`config.mk`:
```
export PLATFORM = sky130hd
export DESIGN_NAME = outmem_readout
export DESIGN_NICKNAME = d
export VERILOG_FILES = /design/src/rtl/outmem_readout.sv
export SDC_FILE = /design/constraint.sdc
export NUM_CORES = 1
export LEC_CHECK = 0
export CAP_MARGIN = 10
export CORE_MARGIN = 4
export CORE_UTILIZATION = 53
export CTS_BUF_LIST = sky130_fd_sc_hd__clkbuf_4
export CTS_CLUSTER_DIAMETER = 80
export CTS_CLUSTER_SIZE = 10
export DETAILED_ROUTE_END_ITERATION = 6
export PLACE_DENSITY = 0.79
export SYNTH_ARGS = -nofsm -noshare
export SYNTH_HDL_FRONTEND = slang
export SYNTH_SLANG_ARGS = --single-unit
```
`constraint.sdc`:
```
create_clock -name clk -period 3.85 [get_ports clk]
set_input_delay 0.77 -clock clk [delete_from_list [all_inputs] [get_ports clk]]
set_output_delay 0.77 -clock clk [all_outputs]
set_load 0.02 [all_outputs]
```
`src/rtl/outmem_readout.sv`:
```
// Readback engine for a layer output memory: walks every (channel,row,col) index,
// absorbs the 1-cycle read latency and streams index-tagged words to the host.
module outmem_readout #(
    parameter int DATA_SIZE    = 64,
    parameter int NUM_CHANNELS = 32,
    parameter int OUTPUT_DIM   = 11,
    parameter int FIFO_DEPTH   = 4
) (
    input  logic                 clk,
    input  logic                 reset,
    input  logic                 start,
    output logic                 mem_read_en,
    output logic [15:0]          mem_read_index [3],
    input  logic [DATA_SIZE-1:0] mem_read_data,
    output logic [DATA_SIZE-1:0] out_data,
    output logic [15:0]          out_index [3],
    output logic                 out_valid,
    input  logic                 out_ready,
    output logic                 out_last,
    output logic                 busy,
    output logic                 done
);
    localparam int               PTR_W    = (FIFO_DEPTH > 1) ? $clog2(FIFO_DEPTH) : 1;
    localparam int               CNT_W    = $clog2(FIFO_DEPTH + 1);
    localparam logic [CNT_W:0]   DEPTH_C  = (CNT_W + 1)'(FIFO_DEPTH);
    localparam logic [PTR_W-1:0] PTR_MAX  = PTR_W'(FIFO_DEPTH - 1);
    localparam logic [15:0]      LAST_CH  = 16'(NUM_CHANNELS - 1);
    localparam logic [15:0]      LAST_DIM = 16'(OUTPUT_DIM - 1);

    typedef enum logic [1:0] {S_IDLE, S_RUN, S_DRAIN} state_t;

    state_t               r_state;
    logic [15:0]          r_ch;
    logic [15:0]          r_row;
    logic [15:0]          r_col;
    logic                 r_busy;
    logic                 r_done;

    // Tag pipeline: follows each read by one cycle so it lines up with mem_read_data.
    logic                 r_rd_valid;
    logic [47:0]          r_rd_index;
    logic                 r_rd_last;

    logic [DATA_SIZE-1:0] r_fifo_data  [FIFO_DEPTH];
    logic [47:0]          r_fifo_index [FIFO_DEPTH];
    logic [FIFO_DEPTH-1:0] r_fifo_last;
    logic [PTR_W-1:0]     r_wr_ptr;
    logic [PTR_W-1:0]     r_rd_ptr;
    logic [CNT_W-1:0]     r_count;

    logic                 w_last_idx;
    logic                 w_issue;
    logic                 w_push;
    logic                 w_pop;
    logic                 w_final;
    logic [CNT_W:0]       w_occupancy;
    logic [47:0]          w_cur_index;
    logic [47:0]          w_head_index;

    assign w_cur_index  = {r_ch, r_row, r_col};
    assign w_last_idx   = (r_ch == LAST_CH) && (r_row == LAST_DIM) && (r_col == LAST_DIM);
    // Credit check counts the read still in flight, so a push can never find the FIFO full.
    assign w_occupancy  = {1'b0, r_count} + {{CNT_W{1'b0}}, r_rd_valid};
    assign w_issue      = (r_state == S_RUN) && (w_occupancy < DEPTH_C);
    assign w_push       = r_rd_valid;
    assign w_pop        = out_valid && out_ready;
    assign w_final      = w_pop && out_last;
    assign w_head_index = r_fifo_index[r_rd_ptr];

    assign mem_read_en = w_issue;
    assign out_valid   = (r_count != '0);
    assign out_data    = r_fifo_data[r_rd_ptr];
    assign out_last    = r_fifo_last[r_rd_ptr];
    assign busy        = r_busy;
    assign done        = r_done;

    genvar gi;
    generate
        for (gi = 0; gi < 3; gi++) begin : g_index
            assign mem_read_index[gi] = w_cur_index[16*gi +: 16];
            assign out_index[gi]      = w_head_index[16*gi +: 16];
        end
    endgenerate

    always_ff @(posedge clk) begin
        if (reset) begin
            r_state <= S_IDLE;
            r_ch    <= '0;
            r_row   <= '0;
            r_col   <= '0;
            r_busy  <= 1'b0;
            r_done  <= 1'b0;
        end else begin
            r_done <= 1'b0;
            case (r_state)
                S_IDLE: begin
                    if (start) begin
                        r_state <= S_RUN;
                        r_ch    <= '0;
                        r_row   <= '0;
                        r_col   <= '0;
                        r_busy  <= 1'b1;
                    end
                end
                S_RUN: begin
                    if (w_issue) begin
                        if (w_last_idx) begin
                            r_ch    <= '0;
                            r_row   <= '0;
                            r_col   <= '0;
                            r_state <= S_DRAIN;
                        end else if (r_col == LAST_DIM) begin
                            r_col <= '0;
                            if (r_row == LAST_DIM) begin
                                r_row <= '0;
                                r_ch  <= r_ch + 16'd1;
                            end else begin
                                r_row <= r_row + 16'd1;
                            end
                        end else begin
                            r_col <= r_col + 16'd1;
                        end
                    end
                end
                S_DRAIN: begin
                    if (w_final) begin
                        r_state <= S_IDLE;
                        r_busy  <= 1'b0;
                        r_done  <= 1'b1;
                    end
                end
                default: r_state <= S_IDLE;
            endcase
        end
    end

    always_ff @(posedge clk) begin
        if (reset) begin
            r_rd_valid <= 1'b0;
            r_rd_index <= '0;
            r_rd_last  <= 1'b0;
        end else begin
            r_rd_valid <= w_issue;
            if (w_issue) begin
                r_rd_index <= w_cur_index;
                r_rd_last  <= w_last_idx;
            end
        end
    end

    always_ff @(posedge clk) begin
        if (w_push) begin
            r_fifo_data[r_wr_ptr]  <= mem_read_data;
            r_fifo_index[r_wr_ptr] <= r_rd_index;
            r_fifo_last[r_wr_ptr]  <= r_rd_last;
        end
    end

    always_ff @(posedge clk) begin
        if (reset) begin
            r_wr_ptr <= '0;
            r_rd_ptr <= '0;
            r_count  <= '0;
        end else begin
            if (w_push) begin
                r_wr_ptr <= (r_wr_ptr == PTR_MAX) ? '0 : r_wr_ptr + 1'b1;
            end
            if (w_pop) begin
                r_rd_ptr <= (r_rd_ptr == PTR_MAX) ? '0 : r_rd_ptr + 1'b1;
            end
            if (w_push && !w_pop) begin
                r_count <= r_count + 1'b1;
            end else if (!w_push && w_pop) begin
                r_count <= r_count - 1'b1;
            end
        end
    end
endmodule
```
======== Yosys cells after proc, flatten, opt, wreduce, memory -nomap -nowiden ========
Memories as Yosys holds them, arrays and structs flattened. A register that Yosys moved wholly into a read port is not among the register bits.
Cells that the tools add are included.
storage, ports and cells
  bits in registers ....................... 113
  latch bits .............................. 0
  memory bits (writable) .................. 448
  memory bits (read-only) ................. 0
  output and inout bits ................... 165
  logic and storage cells ................. 101
  memories ................................ 2
cells by class
  $add $sub $neg .......................... 8
  $mul .................................... 0
  div/mod/pow operators ................... 0
  magnitude comparators ................... 4
  eq/ne operators ......................... 13
  shift operators ......................... 0
  mux-type cells .......................... 39
  bitwise logic cells ..................... 1
  reductions and logical operators ........ 21
memory list
  memory        words  width  rd ports  clocked after memory_dff  wr ports  line  RTL
  r_fifo_data   4      64     1         1                         1         44    logic [DATA_SIZE-1:0] r_fifo_data [FIFO_DEPTH];
  r_fifo_index  4      48     1         1                         1         45    logic [47:0] r_fifo_index [FIFO_DEPTH];
operator list
  kind                                                                    number
  16-bit two-way mux                                                      12
  16-bit one-hot mux with 2 select lines                                  3
  16-bit by 1-bit adder with 16-bit output, second input constant         3
  16-bit by 4-bit equality test with 1-bit output, second input constant  2
  2-bit two-way mux                                                       10
  16-bit by 5-bit equality test with 1-bit output, second input constant  1
  1-bit logical AND                                                       8
  2-bit != test, second input constant                                    4
  4-bit AND reduction                                                     2
  1-bit two-way mux                                                       7
  2-bit equality test, second input constant                              3
  2-bit by 3-bit < comparator with 1-bit output, second input constant    2
  3-bit two-way mux                                                       2
  2-bit one-hot mux with 3 select lines                                   1
  3-bit AND reduction                                                     2
  2-bit nonzero test                                                      3
  5-bit AND reduction                                                     1
  2-bit by 1-bit adder with 2-bit output, second input constant           2
  3-bit by 1-bit adder with 4-bit output                                  1
  4-bit bitwise mux                                                       1
  4-bit by 3-bit < comparator with 1-bit output, second input constant    1
  3-bit by 1-bit adder with 3-bit output, second input constant           1
  3-bit by 2-bit != test with 1-bit output, second input constant         1
  3-bit != test, second input constant                                    1
  11 further kinds                                                        12

======== Logic depth before layout (Yosys ltp) ========
  word-level depth ........................ 6
  gate-level depth with buffers ........... 9

======== Worst setup path before layout ========
No wires, ideal clock.
  path kind ............................... register to register
  from .................................... reg r_wr_ptr[0]
  to ...................................... mem r_fifo_data[3][0] (enable)
  data arrival time ....................... 3148 ps
  setup slack ............................. 217 ps
  cell stages (with the launch flop) ...... 3
  buffers on the path ..................... 0
  cells stage by stage .................... dfxtp_1 > ha_1 > and2_1
RTL lines
  element                   line  RTL
  start: declaration        47    logic [PTR_W-1:0] r_wr_ptr;
  start signal: assignment  166   r_wr_ptr <= (r_wr_ptr == PTR_MAX) ? '0 : r_wr_ptr + 1'b1;
  end: declaration          44
No word-level cell before the write port.

==> flow_metrics.py <==
metrics = {
    "critical_path": {
        "critPathKind": "flop to primary output",
        "reg2reg_to": "r_col[12]",
        "path_delay_family": "buffers and inverters",
        "worst-path-stages": 3,
        "reg2reg_depth": 6,
        "cp_slowest_cell": "mux4_2",
        "worstReg2RegStart": "r_col[1]",
        "r2r_slack_ps": 1420,
        "cpPeakStageDelay_ps": 620,
        "cp_cell_sequence": "buf_4 > mux4_2 > clkdlybuf4s50_1",
        "critPathRequiredTime_ps": 3080,
        "crit_arrival_ps": 2970,
        "endpoint": "out_index[33]",
        "path_max_fanout": 19,
        "crit_buf_inv": 2,
        "critPathLaunchType": "flop",
        "crit_path_end_kind": "primary output",
    },
    "synth": {
        "synthesis.area_mm2": 0.0212,
        "synth-edff-count": 452,
        "synthCells": 1180,
        "synth_warnings": 0,
        "avgSynthCellArea_um2": 18.0,
        "ys_seq_area_share_pct": 74.5,
        "synth_nets": 1260,
        "ys_async_sr_fraction_pct": 0,
        "ys_ff_latch": 563,
        "synth-main-ff-cell": "edfxtp_1",
        "synth_cell_types": 61,
    },
    "power_and_ir_drop": {
        "switching_share_pct": 27.2,
        "pwr-share-clk_pct": 23.4,
        "leakagePower_nw": 7.77,
        "p_per_area_mw_per_mm2": 522,
        "p_comb_share_pct": 23.9,
        "seqPwrFrac_pct": 52.6,
        "p_int_mw": 9.50,
        "vdd_drop_max_mv": 0.317,
        "p_sw_mw": 3.54,
        "power_mw": 13.0,
    },
    "clocking": {
        "worstSkewPairLatency_ps": 760,
        "postCtsHoldBufs": 0,
        "h-tree-depth": 3,
        "cts_sinks": 563,
        "clock-root-buffer": "clkbuf_4",
        "cts_resized": 0,
        "cts_tree": "done",
        "cts_buffers": 66,
        "cts_buffer_depth": 3,
        "post-cts-setup-buffers": 0,
        "clk_pin_slew_ps": 110,
    },
    "route": {
        "drc": 0,
        "ant_nets": 0,
        "viasPerCell": 5.81,
        "vias": 11700,
        "first_iter_violations": 861,
        "wirelength_um": 45500,
        "firstDrtPassIters": 6,
        "post_drt_wl_per_cell_um": 22.7,
    },
    "die": {
        "start_util_pct": 53.5,
        "chipHeight_um": 208,
        "coreArea_mm2": 0.0396,
        "die_area_mm2": 0.0433,
        "placementRows": 73,
        "die_w_um": 208,
        "io_pins": 233,
    },
    "status": {
        "status": "finished clean",
    },
    "job": {
        "drv_cap": 0,
    },
    "timing": {
        "hold_viol_final": 0,
        "drv_slew": 0,
        "min_period_over_period_pct": 97.2,
        "max_freq_mhz": 267,
        "fin_crit_ps": 3740,
        "maxSlewHeadroom_pct": 39.6,
        "rsz0062_at_grt": "true",
        "setup_viol": 0,
        "final.setup_skew_ps": 40.6,
        "tightest_slew_ps": 906,
    },
    "grt": {
        "grt_max_degree": 55,
        "grt_pass1_wl_um": 71000,
        "use_met2_pct": 33.6,
        "use_met3_pct": 5.90,
        "grt_pass1_vias": 11900,
        "grt.busiest_layer": "met2",
        "grt.overflow.total": 0,
        "gr-usage-met1_pct": 29.1,
        "antenna_found_initial": 4,
        "grtUsageTotal_pct": 21.1,
    },
    "place": {
        "port_buffers": 232,
        "routabilityCongestion": 0.787,
        "dp_hpwl_um": 28700,
    },
    "finish": {
        "fin_util_pct": 63.0,
        "fin_nets": 1521,
        "drive_above_1_share_pct": 18.7,
        "area_growth_syn_to_layout_pct": 17.8,
    },
    "hold_path": {
        "hold_class": "flop to flop",
    },
}
==> worst register-to-register path, stage by stage (launching register included) <==
cell,delay [ps]
dfxtp_1,460
ha_1,190
nor4b_4,320
a41oi_4,370
nor2_1,340
or2_1,500
nor2_1,120
==> state kept, by name, indices dropped and copies added (netlist names), named ones only <==
name          count
r_fifo_data     256
r_fifo_index    192
r_rd_index       48
r_ch             16
r_col            16
r_row            16
r_fifo_last       4
r_count           3
r_rd_ptr          2
r_state           2
r_wr_ptr          2
busy              1
done              1
r_rd_last         1
r_rd_valid        1
==> worst min-delay path by stage <==
| stage | from | end | slack [ps] | cells after the start |
|---|---|---|---|---|
| after detailed placement | r_rd_index[33] | r_fifo_index[0][33] | 490 | 0 |
| after floorplan | r_rd_index[0] | r_fifo_index[0][0] | 460 | 0 |
| final | r_rd_index[22] | r_fifo_index[0][22] | 490 | 0 |
| after CTS | reset | r_wr_ptr[0] | 400 | 2 |
| after global placement | r_rd_index[25] | r_fifo_index[1][25] | 480 | 0 |
| after global routing | reset | r_count[0] | 460 | 2 |
==> logic make-up (layout without fill, tap and decap cells) <==
group                    Yosys count  in the layout  share of synthesized area (%)
AO/OA/AOI/OAI                    108            108                           3.14
adder cells (fa/ha/maj)           12             12                          0.743
AND/OR/NAND/NOR                  280            280                           6.84
other                              0              3                              0
XOR/XNOR                          29             29                           1.20
multiplexers                     115            115                           12.1
buffers and inverters             73            372                           1.50
flip-flops                       563            563                           74.5
==> power by group through the flow <==
stage / Combinational (mW) / Clock, mW / Sequential, mW
after floorplan: 1.92 / 0 / 6.94
after global placement: 3.15 / 0 / 6.99
after detailed placement: 3.17 / 0 / 7.01
after CTS: 3.18 / 3.18 / 6.87
after global routing: 3.31 / 3.44 / 6.89
final: 3.12 / 3.05 / 6.86
==> placed cells by master, fill, tap and decap left out, types with 11 or more instances in the layout <==
cell	n
edfxtp_1	452
nand4_1	22
dfxtp_1	109
nor2_1	40
mux4_2	113
xnor2_1	17
buf_4	14
ha_1	11
clkdlybuf4s50_1	231
clkbuf_4	103
xor2_1	12
nor4_1	14
nand3_1	18
inv_1	12
nand2_1	118
a21oi_1	71
nor3_1	12
==> cell type report <==
type	count	area (um2)
diodes	3	7.51
clock buffers	103	773
clock inverters	3	16.3
fillers	2863	14700
inverters	13	48.8
multi-input cells	544	5110
flip-flops and latches	563	15800
well taps	525	657
repair buffers	253	2560
==> synthesized netlist by cell type (3+ instances only) <==
cell,number,area [um2]
xnor2_1,17,149
edfxtp_1,452,13600
buf_1,6,22.5
or3_1,5,31.3
a31oi_1,8,50.1
inv_1,13,48.8
nor3_1,12,60.1
nor4_1,14,87.6
o21ai_0,6,30.0
nand2b_1,4,25.0
nand4_1,22,138
nor2_1,40,150
a21oi_1,71,355
clkbuf_1,29,109
dfxtp_1,111,2220
xor2_1,12,105
and2_1,7,43.8
buf_4,3,22.5
mux4_2,113,2540
nand2_1,119,447
buf_2,21,105
nor4b_1,3,26.3
nand3_1,18,90.1
a31o_2,4,35.0
and4_1,8,70.1
ha_1,11,138
and3_1,8,50.1
==> layer usage <==
layer	vias to the layer above	wire (um)
li1	5181	-
met3	80	3490
met5	-	27
met2	442	21900
met4	4	977
met1	5948	19000
==> per-stage QoR <==
| stage | std cells | hold slack (ps) | setup WS, ps | TNS [ps] | instance area [um2] |
|---|---|---|---|---|---|
| detailed placement | 1898 | 486 | 841 | 0 | 24200 |
| global placement | 1898 | 475 | 883 | 0 | 24200 |
| global route | 2007 | 457 | -126 | -4300 | 25000 |
| floorplan | 1180 | 460 | 217 | 0 | 21200 |
| CTS | 2004 | 402 | -44.9 | -376 | 25000 |
| finish | 2007 | 490 | 109 | 0 | 25000 |
No activity file was read; power rests on OpenSTA's default activity.
==> RTL change 1, RTL diff (same flow settings) <==
`DATA_SIZE`: 64 -> 128.
--- a/src/rtl/outmem_readout.sv
+++ b/src/rtl/outmem_readout.sv
@@ -3,3 +3,3 @@
 module outmem_readout #(
-    parameter int DATA_SIZE    = 64,
+    parameter int DATA_SIZE    = 128,
     parameter int NUM_CHANNELS = 32,
Interface: changed (resized mem_read_data and out_data); port bits go from 233 to 361. No check against the original RTL was run, so the function may have changed too.
==> RTL change 1 against the unedited design <==
Power rose by 48%; synthesized area increased by 43%; critical endpoint is now out_data[60]; combinational power up 61%; cell area rose by 45%; worst setup slack improved by 50 ps; sequential cell count up 256; wire length grew 41%; clock skew increased by 1.4 ps; first-iteration DRC count grew 32%; critical path depth grew 1.
==> RTL change 1: results (changes against the unedited design) <==
Global route
  – First-pass GRT wire length: 97500 um (+37%)
  – Vias in the first global route: 16200 (+36%)
  – Largest net degree at the start of global routing: 66 (+20%)
  – All-Layer GR Usage: 21.1% (about the same)

Critical path
  – Max incr delay on CP: 600 ps (-20 ps)
  – R2R setup slack: 1030 ps (-390 ps)
  – Arrival @ worst endpoint: 2920 ps (-50 ps)
  – Reg2reg end: r_ch[13]
  – RR Startpoint: r_row[1]
  – Crit path to: out_data[60]

Min path
  – WHS Path Cells: 2 (+2)
  – Hold EP: r_wr_ptr[1]
  – HP Start: reset
  – Hold Crit Class: in -> reg

Place
  – Dpl cells: 2587 (+36%)
  – Buffers on Ports: 360 (+55%)

Run status
  – Status: finished clean

Pwr
  – Switch share: 27.2% (+0.058 points)
  – Logic pwr share: 25.9% (+2.0 points)
  – Peak supply drop: 0.000310 V (-2.2%)
  – Clock-net power: 4.34 mW (+42%)

STA
  – Skew final: 41.9 ps (+1.36 ps)
  – Final critical-path share of the clock period: 95.9% (-1.3 points)

Clock network
  – Worst skew pair latency: 860 ps (+100 ps)
  – CTS Buf Count: 92 (+39%)

Layout
  – Nets@finish: 2073 (+36%)
  – Cell Count, Final, Fillers Out: 2727 (+36%)
  – Largest regs: r_fifo_data: 512 flops, r_fifo_index: 192 flops, r_rd_index: 48 flops
  – Layout cells sized above 1: 18.7% (+0.038 points)

Detailed routing
  – Wire per inst: 23.5 um (+3.9%)
  – Drt initial violations: 1140 (+32%)
  – Vias per inst: 5.76 (-0.74%)
  – Pre-antenna DRT Iters: 5 (-1)

Synthesis
  – Sequential area share after synthesis: 77.4% (+2.9 points)
  – Unique masters post-synth: 56 (-8.2%)
  – Most frequent cells after synthesis: edfxtp_1 (708), mux4_2 (177), nand2_1 (115)
RTL change 1: what timing repair did:
item / 4_1_cts / 5_1_grt
gates resized for setup: 2 / 32
endpoints found under the setup margin: 107 / 30
buffers inserted: 4 / 0
RTL change 1: cells by family (layout without fill, tap and decap cells):
family,count (synthesis),in the layout,synth area share [%]
other,0,3,0
AND/OR/NAND/NOR,287,287,4.75
AO/OA/AOI/OAI,100,100,2.04
XOR/XNOR,29,29,0.837
multiplexers,180,180,13.2
adder cells (fa/ha/maj),12,12,0.520
buffers and inverters,89,541,1.23
flip-flops,819,819,77.4
RTL change 1: worst max-delay path: cells and delay by family, from the launching register on:
| kind | cells | cell delay, ps |
|---|---|---|
| buffers and inverters | 3 | 1050 |
| flip-flops | 1 | 480 |
| multiplexers | 1 | 510 |
RTL change 1: routing by layer:
| metal | part of all wire, % | global-route usage (%) | up-vias |
|---|---|---|---|
| met2 | 49 | 33.1 | 565 |
| met3 | 8.6 | 5.44 | 102 |
| met1 | 40 | 29.4 | 8082 |
| li1 | - | - | 6966 |
| met4 | 2.5 | 6.60 | 4 |
| met5 | 0.042 | 0 | - |
RTL change 1: stage by stage:
| stage | util [%] | hold WS (ps) | power, mW |
|---|---|---|---|
| 3_5_place_dp | 62.1 | 488 | 15.2 |
| 5_1_grt | 64.2 | 311 | 20.2 |
| 6_report | 64.2 | 397 | 19.3 |
| 4_1_cts | 64.0 | 292 | 19.6 |
| 3_3_place_gp | 62.1 | 468 | 15.2 |
| 2_1_floorplan | - | 460 | 13.1 |
RTL change 1: layout make-up:
cell class	instances	area [sq um]
Sequential cell	819	23500
Antenna cell	3	7.51
Timing Repair Buffer	397	4230
Multi-Input combinational cell	608	6500
Clock buffer	125	938
Tap cell	756	946
Clock inverter	8	126
Inverter	11	41.3
Fill cell	3867	20200
==> RTL change 2, RTL diff (same settings) <==
Without the edit above. Make the reset (`reset`) asynchronous in 3 clocked blocks.
--- a/src/rtl/outmem_readout.sv
+++ b/src/rtl/outmem_readout.sv
@@ -84,3 +84,3 @@
 
-    always_ff @(posedge clk) begin
+    always_ff @(posedge clk or posedge reset) begin
         if (reset) begin
@@ -136,3 +136,3 @@
 
-    always_ff @(posedge clk) begin
+    always_ff @(posedge clk or posedge reset) begin
         if (reset) begin
@@ -158,3 +158,3 @@
 
-    always_ff @(posedge clk) begin
+    always_ff @(posedge clk or posedge reset) begin
         if (reset) begin
Check against the original RTL: differs if reset is asserted again (counterexample within 4 cycles, from zero or initial values and one cycle with reset high); with reset held inactive, the same outputs for 4 cycles.
==> RTL change 2 against the unedited design <==
Clock skew increased by 11 ps; wire length is 1.2% lower; register-to-register slack worse by 320 ps; core utilization rose by 0.59 points; synthesized cell count shrank 1.7%; cell count fell by 0.55%; sequential cell count down 2; count of clock-buffer cells in the layout increased by 1; cell area rose by 1.6%; hold slack got worse by 34 ps; synthesized area rose by 1.3%; worst setup slack improved by 98 ps; critical path type unchanged.
Power is not compared: it rests on default switching activity, and its combinational part moved more than twofold at a synthesized area within 25%.
==> RTL change 2: results (changes against the unedited design) <==
Run status
  – Status: finished clean

Critical path
  – Crit path to: out_data[11]
  – R2R setup slack: 1100 ps (-320 ps)
  – Reg2Reg Depth: 7 (+1)
  – CP max FO: 36 (+17)
  – Reg2reg end: r_ch[11]
  – Crit-path slowest cell: dfrtp_4
  – RR Startpoint: r_col[0]

Global route
  – All-Layer GR Usage: 20.7% (-0.36 points)
  – Initial antenna violation count: 1 (-3)
  – Grt met2 use: 33.6% (+0.054 points)
  – Vias in the first global route: 12000 (+0.33%)
  – First-pass GRT wire length: 70200 um (-1.2%)
  – M1 GR Usage: 28.1% (-1.1 points)

Detailed routing
  – Wire per inst: 22.5 um (-0.64%)
  – DR WL met3: 3900 um (+12%)
  – Vias per inst: 5.75 (-0.92%)
  – Via count: 11500 (-1.5%)
  – Highest routed layer: met4
  – WL met1: 17900 um (-6.1%)
  – Pre-antenna DRT Iters: 5 (-1)
  – WL met2: 22300 um (+1.8%)
  – Drt initial violations: 879 (+2.1%)

Synthesis
  – Unique masters post-synth: 58 (-4.9%)
  – Top cells by area, synth: edfxtp_1 (63%), dfrtp_1 (13%), mux4_2 (12%), nand2_1 (3.0%), o21ai_0 (0.77%)
  – Sequential area share after synthesis: 75.9% (+1.4 points)
  – Async S/R FF share, synth: 19.4% (+19 points)

Place
  – Dpl ws: 798 ps (-43.2 ps)
  – Dpl cells: 1887 (-0.58%)
  – Post-DP HPWL: 28300 um (-1.4%)
  – Placer congestion estimate: 0.820 (+4.2%)

Clock network
  – Post-CTS Setup Bufs: 1 (+1)

Layout
  – Fill cell count: 2752 (-3.9%)
  – Nets@finish: 1512 (-0.59%)
  – Layout cells sized above 1: 18.3% (-0.36 points)
  – Layout area overhead: 18.1%

Pwr
  – Peak supply drop: 0.000502 V

STA
  – Actual slew at the worst max-slew pin: 892 ps (-13.8 ps)
  – Skew final: 52.0 ps (+11.5 ps)
  – Final WS setup: 208 ps (+98.4 ps)
  – Worst hold slack: 457 ps (-33.5 ps)

Min path
  – Hold Crit Class: in -> async
## RTL change 2: changes by cell type after synthesis, sizes merged, moves of 25 or more
cell and change:
dfrtp +109, dfxtp -111, o21ai +25, a21oi -65, nand2 +52
## RTL change 2: cells by family after synthesis
| kind of cell | after synthesis | share of synthesized area [%] |
|---|---|---|
| adder cells (fa/ha/maj) | 12 | 0.734 |
| multiplexers | 117 | 12.0 |
| AND/OR/NAND/NOR | 303 | 6.72 |
| AO/OA/AOI/OAI | 83 | 2.57 |
| XOR/XNOR | 17 | 0.693 |
| flip-flops | 561 | 75.9 |
| buffers and inverters | 67 | 1.39 |
## RTL change 2: layout make-up
class / instances / share of cell area, %
clock inverters: 2 / 0.0493
diodes: 1 / 0.00986
well taps: 525 / 2.59
clock buffers: 104 / 3.08
multi-input cells: 532 / 19.3
inverters: 12 / 0.187
repair buffers: 259 / 10.5
flip-flops and latches: 561 / 64.3
